===== src/rtl/bram_port_arbiter_pkg.sv =====
// Shared encodings for the BRAM port arbiter: FSM states, requester ids and read tags.
package bram_port_arbiter_pkg;

  typedef enum logic [1:0] {
    StIdle = 2'd0,
    StOwnA = 2'd1,
    StOwnB = 2'd2
  } arb_state_e;

  typedef enum logic {
    OwnA = 1'b0,
    OwnB = 1'b1
  } owner_e;

  // One in-flight read: which requester gets the data when it returns.
  typedef struct packed {
    logic   valid;
    owner_e owner;
  } rd_tag_t;

endpackage


===== src/rtl/bram_port_arbiter_rd_tag_pipe.sv =====
// Delay line of read tags matching the BRAM read latency; the last stage drives the
// per-requester read-valid pulses.
module bram_port_arbiter_rd_tag_pipe
  import bram_port_arbiter_pkg::*;
#(
  parameter int unsigned RD_LAT = 1
) (
  input  logic   clk,
  input  logic   rst,
  input  logic   push,
  input  owner_e push_owner,
  output logic   a_rvalid,
  output logic   b_rvalid
);

  // Stage 0 lines up with the BRAM pin registers, stage RD_LAT with valid douta.
  rd_tag_t [RD_LAT:0] pipe_q, pipe_d;

  // Shift the tags one stage per cycle, inserting the current beat at the head.
  always_comb begin
    pipe_d    = pipe_q;
    pipe_d[0] = '{valid: push, owner: push_owner};
    for (int unsigned i = 1; i <= RD_LAT; i++) begin
      pipe_d[i] = pipe_q[i-1];
    end
  end

  // Tag register; reset drops every read still in flight.
  always_ff @(posedge clk) begin
    if (rst) begin
      pipe_q <= '0;
    end else begin
      pipe_q <= pipe_d;
    end
  end

  assign a_rvalid = pipe_q[RD_LAT].valid && (pipe_q[RD_LAT].owner == OwnA);
  assign b_rvalid = pipe_q[RD_LAT].valid && (pipe_q[RD_LAT].owner == OwnB);

endmodule


===== src/rtl/bram_port_arbiter.sv =====
// Two-requester arbiter for a single BRAM port: round-robin ownership with an optional
// bounded lock, registered BRAM pins, and read data steered back by a tag pipeline.
module bram_port_arbiter
  import bram_port_arbiter_pkg::*;
#(
  parameter int unsigned ADDR_W   = 32,
  parameter int unsigned DATA_W   = 32,
  parameter int unsigned RD_LAT   = 1,
  parameter int unsigned MAX_LOCK = 16
) (
  input  logic              clk,
  input  logic              rst,
  // Requester A
  input  logic              a_req,
  input  logic              a_lock,
  input  logic              a_we,
  input  logic [ADDR_W-1:0] a_addr,
  input  logic [DATA_W-1:0] a_wdata,
  output logic              a_gnt,
  output logic              a_rvalid,
  output logic [DATA_W-1:0] a_rdata,
  // Requester B
  input  logic              b_req,
  input  logic              b_lock,
  input  logic              b_we,
  input  logic [ADDR_W-1:0] b_addr,
  input  logic [DATA_W-1:0] b_wdata,
  output logic              b_gnt,
  output logic              b_rvalid,
  output logic [DATA_W-1:0] b_rdata,
  // BRAM port
  output logic              bram_ena,
  output logic              bram_we,
  output logic [ADDR_W-1:0] bram_addr,
  output logic [DATA_W-1:0] bram_din,
  input  logic [DATA_W-1:0] bram_dout
);

  localparam int unsigned LockW = (MAX_LOCK > 1) ? $clog2(MAX_LOCK) : 1;
  localparam logic [LockW-1:0] LockLast = LockW'(MAX_LOCK - 1);

  arb_state_e        state_q, state_d;
  owner_e            prio_q, prio_d;
  logic [LockW-1:0]  lock_cnt_q, lock_cnt_d;

  logic              a_acc, b_acc, acc, lock_hit;
  owner_e            sel;
  logic              cmd_we;
  logic [ADDR_W-1:0] cmd_addr;
  logic [DATA_W-1:0] cmd_wdata;

  logic              ena_q, we_q;
  logic [ADDR_W-1:0] addr_q;
  logic [DATA_W-1:0] din_q;

  // Grants come straight from the state register, so they are glitch-free.
  assign a_gnt    = (state_q == StOwnA);
  assign b_gnt    = (state_q == StOwnB);
  assign a_acc    = a_req & a_gnt;
  assign b_acc    = b_req & b_gnt;
  assign acc      = a_acc | b_acc;
  assign sel      = b_acc ? OwnB : OwnA;
  assign lock_hit = acc && (lock_cnt_q == LockLast);

  // Command mux: only the current owner can have an accepted beat.
  always_comb begin
    cmd_we    = a_we;
    cmd_addr  = a_addr;
    cmd_wdata = a_wdata;
    if (sel == OwnB) begin
      cmd_we    = b_we;
      cmd_addr  = b_addr;
      cmd_wdata = b_wdata;
    end
  end

  // Ownership next-state, round-robin priority and lock counter.
  always_comb begin
    state_d    = state_q;
    prio_d     = prio_q;
    lock_cnt_d = lock_cnt_q;

    unique case (state_q)
      StIdle: begin
        if (a_req && (!b_req || prio_q == OwnA)) begin
          state_d = StOwnA;
        end else if (b_req) begin
          state_d = StOwnB;
        end
      end
      StOwnA: begin
        if (b_req && (!a_req || !a_lock || lock_hit)) begin
          state_d = StOwnB;
        end else if (!a_req && !b_req) begin
          state_d = StIdle;
        end
      end
      StOwnB: begin
        if (a_req && (!b_req || !b_lock || lock_hit)) begin
          state_d = StOwnA;
        end else if (!a_req && !b_req) begin
          state_d = StIdle;
        end
      end
      default: state_d = StIdle;
    endcase

    if (state_d != state_q && state_d != StIdle) begin
      // New owner: the other side gets priority next time and the lock window restarts.
      prio_d     = (state_d == StOwnA) ? OwnB : OwnA;
      lock_cnt_d = '0;
    end else if (state_d == state_q && acc && lock_cnt_q != LockLast) begin
      // Saturate so a waiter arriving late still sees the limit on the next beat.
      lock_cnt_d = lock_cnt_q + 1'b1;
    end
  end

  // Arbiter state registers.
  always_ff @(posedge clk) begin
    if (rst) begin
      state_q    <= StIdle;
      prio_q     <= OwnA;
      lock_cnt_q <= '0;
    end else begin
      state_q    <= state_d;
      prio_q     <= prio_d;
      lock_cnt_q <= lock_cnt_d;
    end
  end

  // BRAM pin registers; address and data hold their last value between beats.
  always_ff @(posedge clk) begin
    if (rst) begin
      ena_q  <= 1'b0;
      we_q   <= 1'b0;
      addr_q <= '0;
      din_q  <= '0;
    end else begin
      ena_q <= acc;
      we_q  <= acc & cmd_we;
      if (acc) begin
        addr_q <= cmd_addr;
        din_q  <= cmd_wdata;
      end
    end
  end

  assign bram_ena  = ena_q;
  assign bram_we   = we_q;
  assign bram_addr = addr_q;
  assign bram_din  = din_q;

  bram_port_arbiter_rd_tag_pipe #(
    .RD_LAT (RD_LAT)
  ) u_rd_tag_pipe (
    .clk        (clk),
    .rst        (rst),
    .push       (acc & ~cmd_we),
    .push_owner (sel),
    .a_rvalid   (a_rvalid),
    .b_rvalid   (b_rvalid)
  );

  // Both requesters see the raw BRAM output; only the valids are steered.
  assign a_rdata = bram_dout;
  assign b_rdata = bram_dout;

endmodule


===== config.mk =====
export PLATFORM = sky130hd
export DESIGN_NAME = bram_port_arbiter
export DESIGN_NICKNAME = d
export VERILOG_FILES = /design/src/rtl/bram_port_arbiter_pkg.sv /design/src/rtl/bram_port_arbiter_rd_tag_pipe.sv /design/src/rtl/bram_port_arbiter.sv
export SDC_FILE = /design/constraint.sdc
export NUM_CORES = 1
export LEC_CHECK = 0
export BUFFER_PORTS_ARGS = -buffer_cell sky130_fd_sc_hd__buf_2
export CAP_MARGIN = 10
export CORE_AREA = 5 5 114 116
export DETAILED_ROUTE_END_ITERATION = 10
export DIE_AREA = 0 0 119 121
export PLACE_DENSITY_LB_ADDON = 0.08
export SYNTH_ARGS = -nofsm -noshare
export SYNTH_HDL_FRONTEND = slang
export SYNTH_SLANG_ARGS = --single-unit

===== constraint.sdc =====
create_clock -name clk -period 4.1 [get_ports clk]
set_clock_uncertainty 0.15 [all_clocks]
set_input_delay 0.615 -clock clk [delete_from_list [all_inputs] [get_ports clk]]
set_output_delay 0.615 -clock clk [all_outputs]
set_load 0.01 [all_outputs]

==> results.json <==
{
  "run_status": "completed",
  "ys_types": 41,
  "final_area_mm2": 0.00479,
  "htree_num_levels": 3,
  "rows": 40,
  "overflow": 0,
  "dp_cells": 751,
  "maxCapViolCount": 0,
  "via_count": 3776,
  "postCtsSetupBuffers": 0,
  "cp_slowest_stage_delay_ps": 620,
  "worst_pin_slew_ps": 854,
  "peakVddDrop_uv": 143,
  "worst_path_max_delay_cell": "nand2_4",
  "yosysSeqAreaShare_pct": 39.3,
  "drive_gt1_share_pct": 37.4,
  "instances_no_fill": 765,
  "finalCriticalPeriod_ps": 2490,
  "end_kind": "flop",
  "yosysTopAreaCellShare_pct": 39.3,
  "clockBufferDepth": 2,
  "synth_warnings": 0,
  "cts_num_sinks": 77,
  "cts.repair.resized": 0,
  "crit_buf_inv": 1,
  "hold_viol": 0,
  "final_cell_mix": "buf_2 (205), nand2_1 (132), dfxtp_1 (77)",
  "gp_congestion": 0.776,
  "max_freq_mhz": 402,
  "synth_ff_type": "dfxtp_1",
  "crit_fanout": 83,
  "drt_iter0_markers": 208,
  "die-area_mm2": 0.0144,
  "grt_pass1_vias": 3643,
  "cts_hold_buf": 0,
  "postRouteAntennaNets": 0,
  "period_share_pct": 60.6,
  "io_buffers": 205,
  "final_util_pct": 40.5,
  "synth_edf_count": 0,
  "clk_pin_slew_ps": 50,
  "viasPerCell": 4.94,
  "synth_area_mm2": 0.00392,
  "syn2layout_area_growth_pct": 22.2,
  "crit_type": "reg -> reg",
  "grt_max_degree": 84,
  "die_y_um": 121,
  "cts_tree": "built",
  "slew_violations": 0,
  "place_area_mm2": 0.00451,
  "dp_hpwl_mm": 8.42,
  "antenna_found_initial": 0,
  "dr.pass1.iters": 4,
  "wl_per_cell_um": 15.7,
  "die-width_um": 119,
  "grt_pass1_wl_mm": 18.4,
  "synth_top_area_cell": "dfxtp_1",
  "drc": 0,
  "antenna_cells": 0,
  "rsz0062_at_grt": "false",
  "cp_cell_sequence": "nor2b_4 > nand2_4 > buf_4 > nor2_1 > a311oi_1",
  "synth.area.top_cells": "dfxtp_1 (39%), a311oi_1 (14%), nand2_1 (13%)",
  "ys_async_sr_fraction_pct": 0,
  "core_area_mm2": 0.0118,
  "clk_latency_ps": 330,
  "initial_utilization_pct": 33.2,
  "slew_headroom_pct": 43.1,
  "num_io_pins": 302,
  "avgSynthCellArea_um2": 7.87,
  "synth_nets": 667,
  "synth_cells": 498,
  "layout_commonest_cell": "buf_2",
  "required_ps": 4180,
  "nFillCells": 1226,
  "drt_wl_total_mm": 12.0,
  "root_buffer": "clkbuf_16",
  "synth_seq_cells": 77,
  "cts_buffers": 9,
  "critPathLaunchType": "flop",
  "arrival_ps": 2570,
  "grt_usage_pct": 15.7,
  "tns_ps": 0,
  "min_path_type": "reg -> reg",
  "p_leak_nw": 2.17,
  "power.density_mw_per_mm2": 397,
  "fin_nets": 784,
  "setup_viol": 0,
  "total_power_mw": 1.90,
  "cp_top_family": "simple AND/OR/NAND/NOR gates"
}
[power breakdown]
group          leakage, nW  switching [mW]  internal (mW)
registers            0.628          0.0287          0.800
clock network        0.139           0.298          0.481
logic                 1.41           0.162          0.133
total                 2.17           0.489           1.41
[registers in the layout (all words and copies together) (netlist names)]
register / count
lock_cnt_q: 4
bram_addr: 32
state_q: 2
u_rd_tag_pipe.pipe_d: 2
bram_we: 1
bram_ena: 1
prio_q: 1
bram_din: 32
u_rd_tag_pipe.pipe_q: 2
[synthesized netlist by cell type, drive strengths merged (2+ instances only)]
master	count
a21boi	2
a21oi	5
a221oi	2
a311oi	64
and2	2
and3	2
buf	73
clkbuf	30
dfxtp	77
inv	2
nand2	133
nand3	6
nor2	68
nor2b	8
nor3	3
o211ai	2
o21ai	4
[final timing paths]
check	startpoint	cells past startpoint	slack, ps	end
worst max-delay path	state_q[0]	5	1610	bram_din[20]
worst min register to register	u_rd_tag_pipe.pipe_d[2]	1	290	u_rd_tag_pipe.pipe_q[2]
worst min-delay path	u_rd_tag_pipe.pipe_d[2]	1	290	u_rd_tag_pipe.pipe_q[2]
worst max register to register	state_q[0]	5	1610	bram_din[20]
[cells by family (layout without fill, tap and decap cells)]
group / count (synthesis) / after routing / share of synthesized area (%)
flip-flops: 77 / 77 / 39.3
AO/OA/AOI/OAI: 87 / 87 / 19.3
adder cells (fa/ha/maj): 1 / 1 / 0.319
multiplexers: 1 / 1 / 0.256
buffers and inverters: 105 / 225 / 17.1
AND/OR/NAND/NOR: 227 / 227 / 23.7
[layer usage]
layer	GRT usage [%]	wire length, um	vias up
met1	20.1	5290	1692
li1	-	-	1882
met3	7.41	1210	16
met4	5.36	176	0
met2	23.0	5290	186
met5	0	0	-
[area by class of cell]
cell class / count / area [um^2] / share of cell area, %
multi-input cells: 316 / 1720 / 35.9
flip-flops and latches: 77 / 1540 / 32.2
repair buffers: 209 / 1060 / 22.1
clock buffers: 12 / 246 / 5.15
well taps: 147 / 184 / 3.84
clock inverters: 2 / 35.0 / 0.732
inverters: 2 / 7.51 / 0.157
[stage by stage]
step                setup WS [ps]  hold WS [ps]
detailed placement           1340           280
CTS                          1640           293
floorplan                    2050           264
global route                 1390           315
global placement             1390           267
finish                       1610           287
[worst reg2reg max path, cell delays in order (launching register included)]
cell      delay [ps]
dfxtp_1          520
nor2b_4          120
nand2_4          620
buf_4            620
nor2_1            90
a311oi_1         270
No activity file was read; power rests on OpenSTA's default activity.
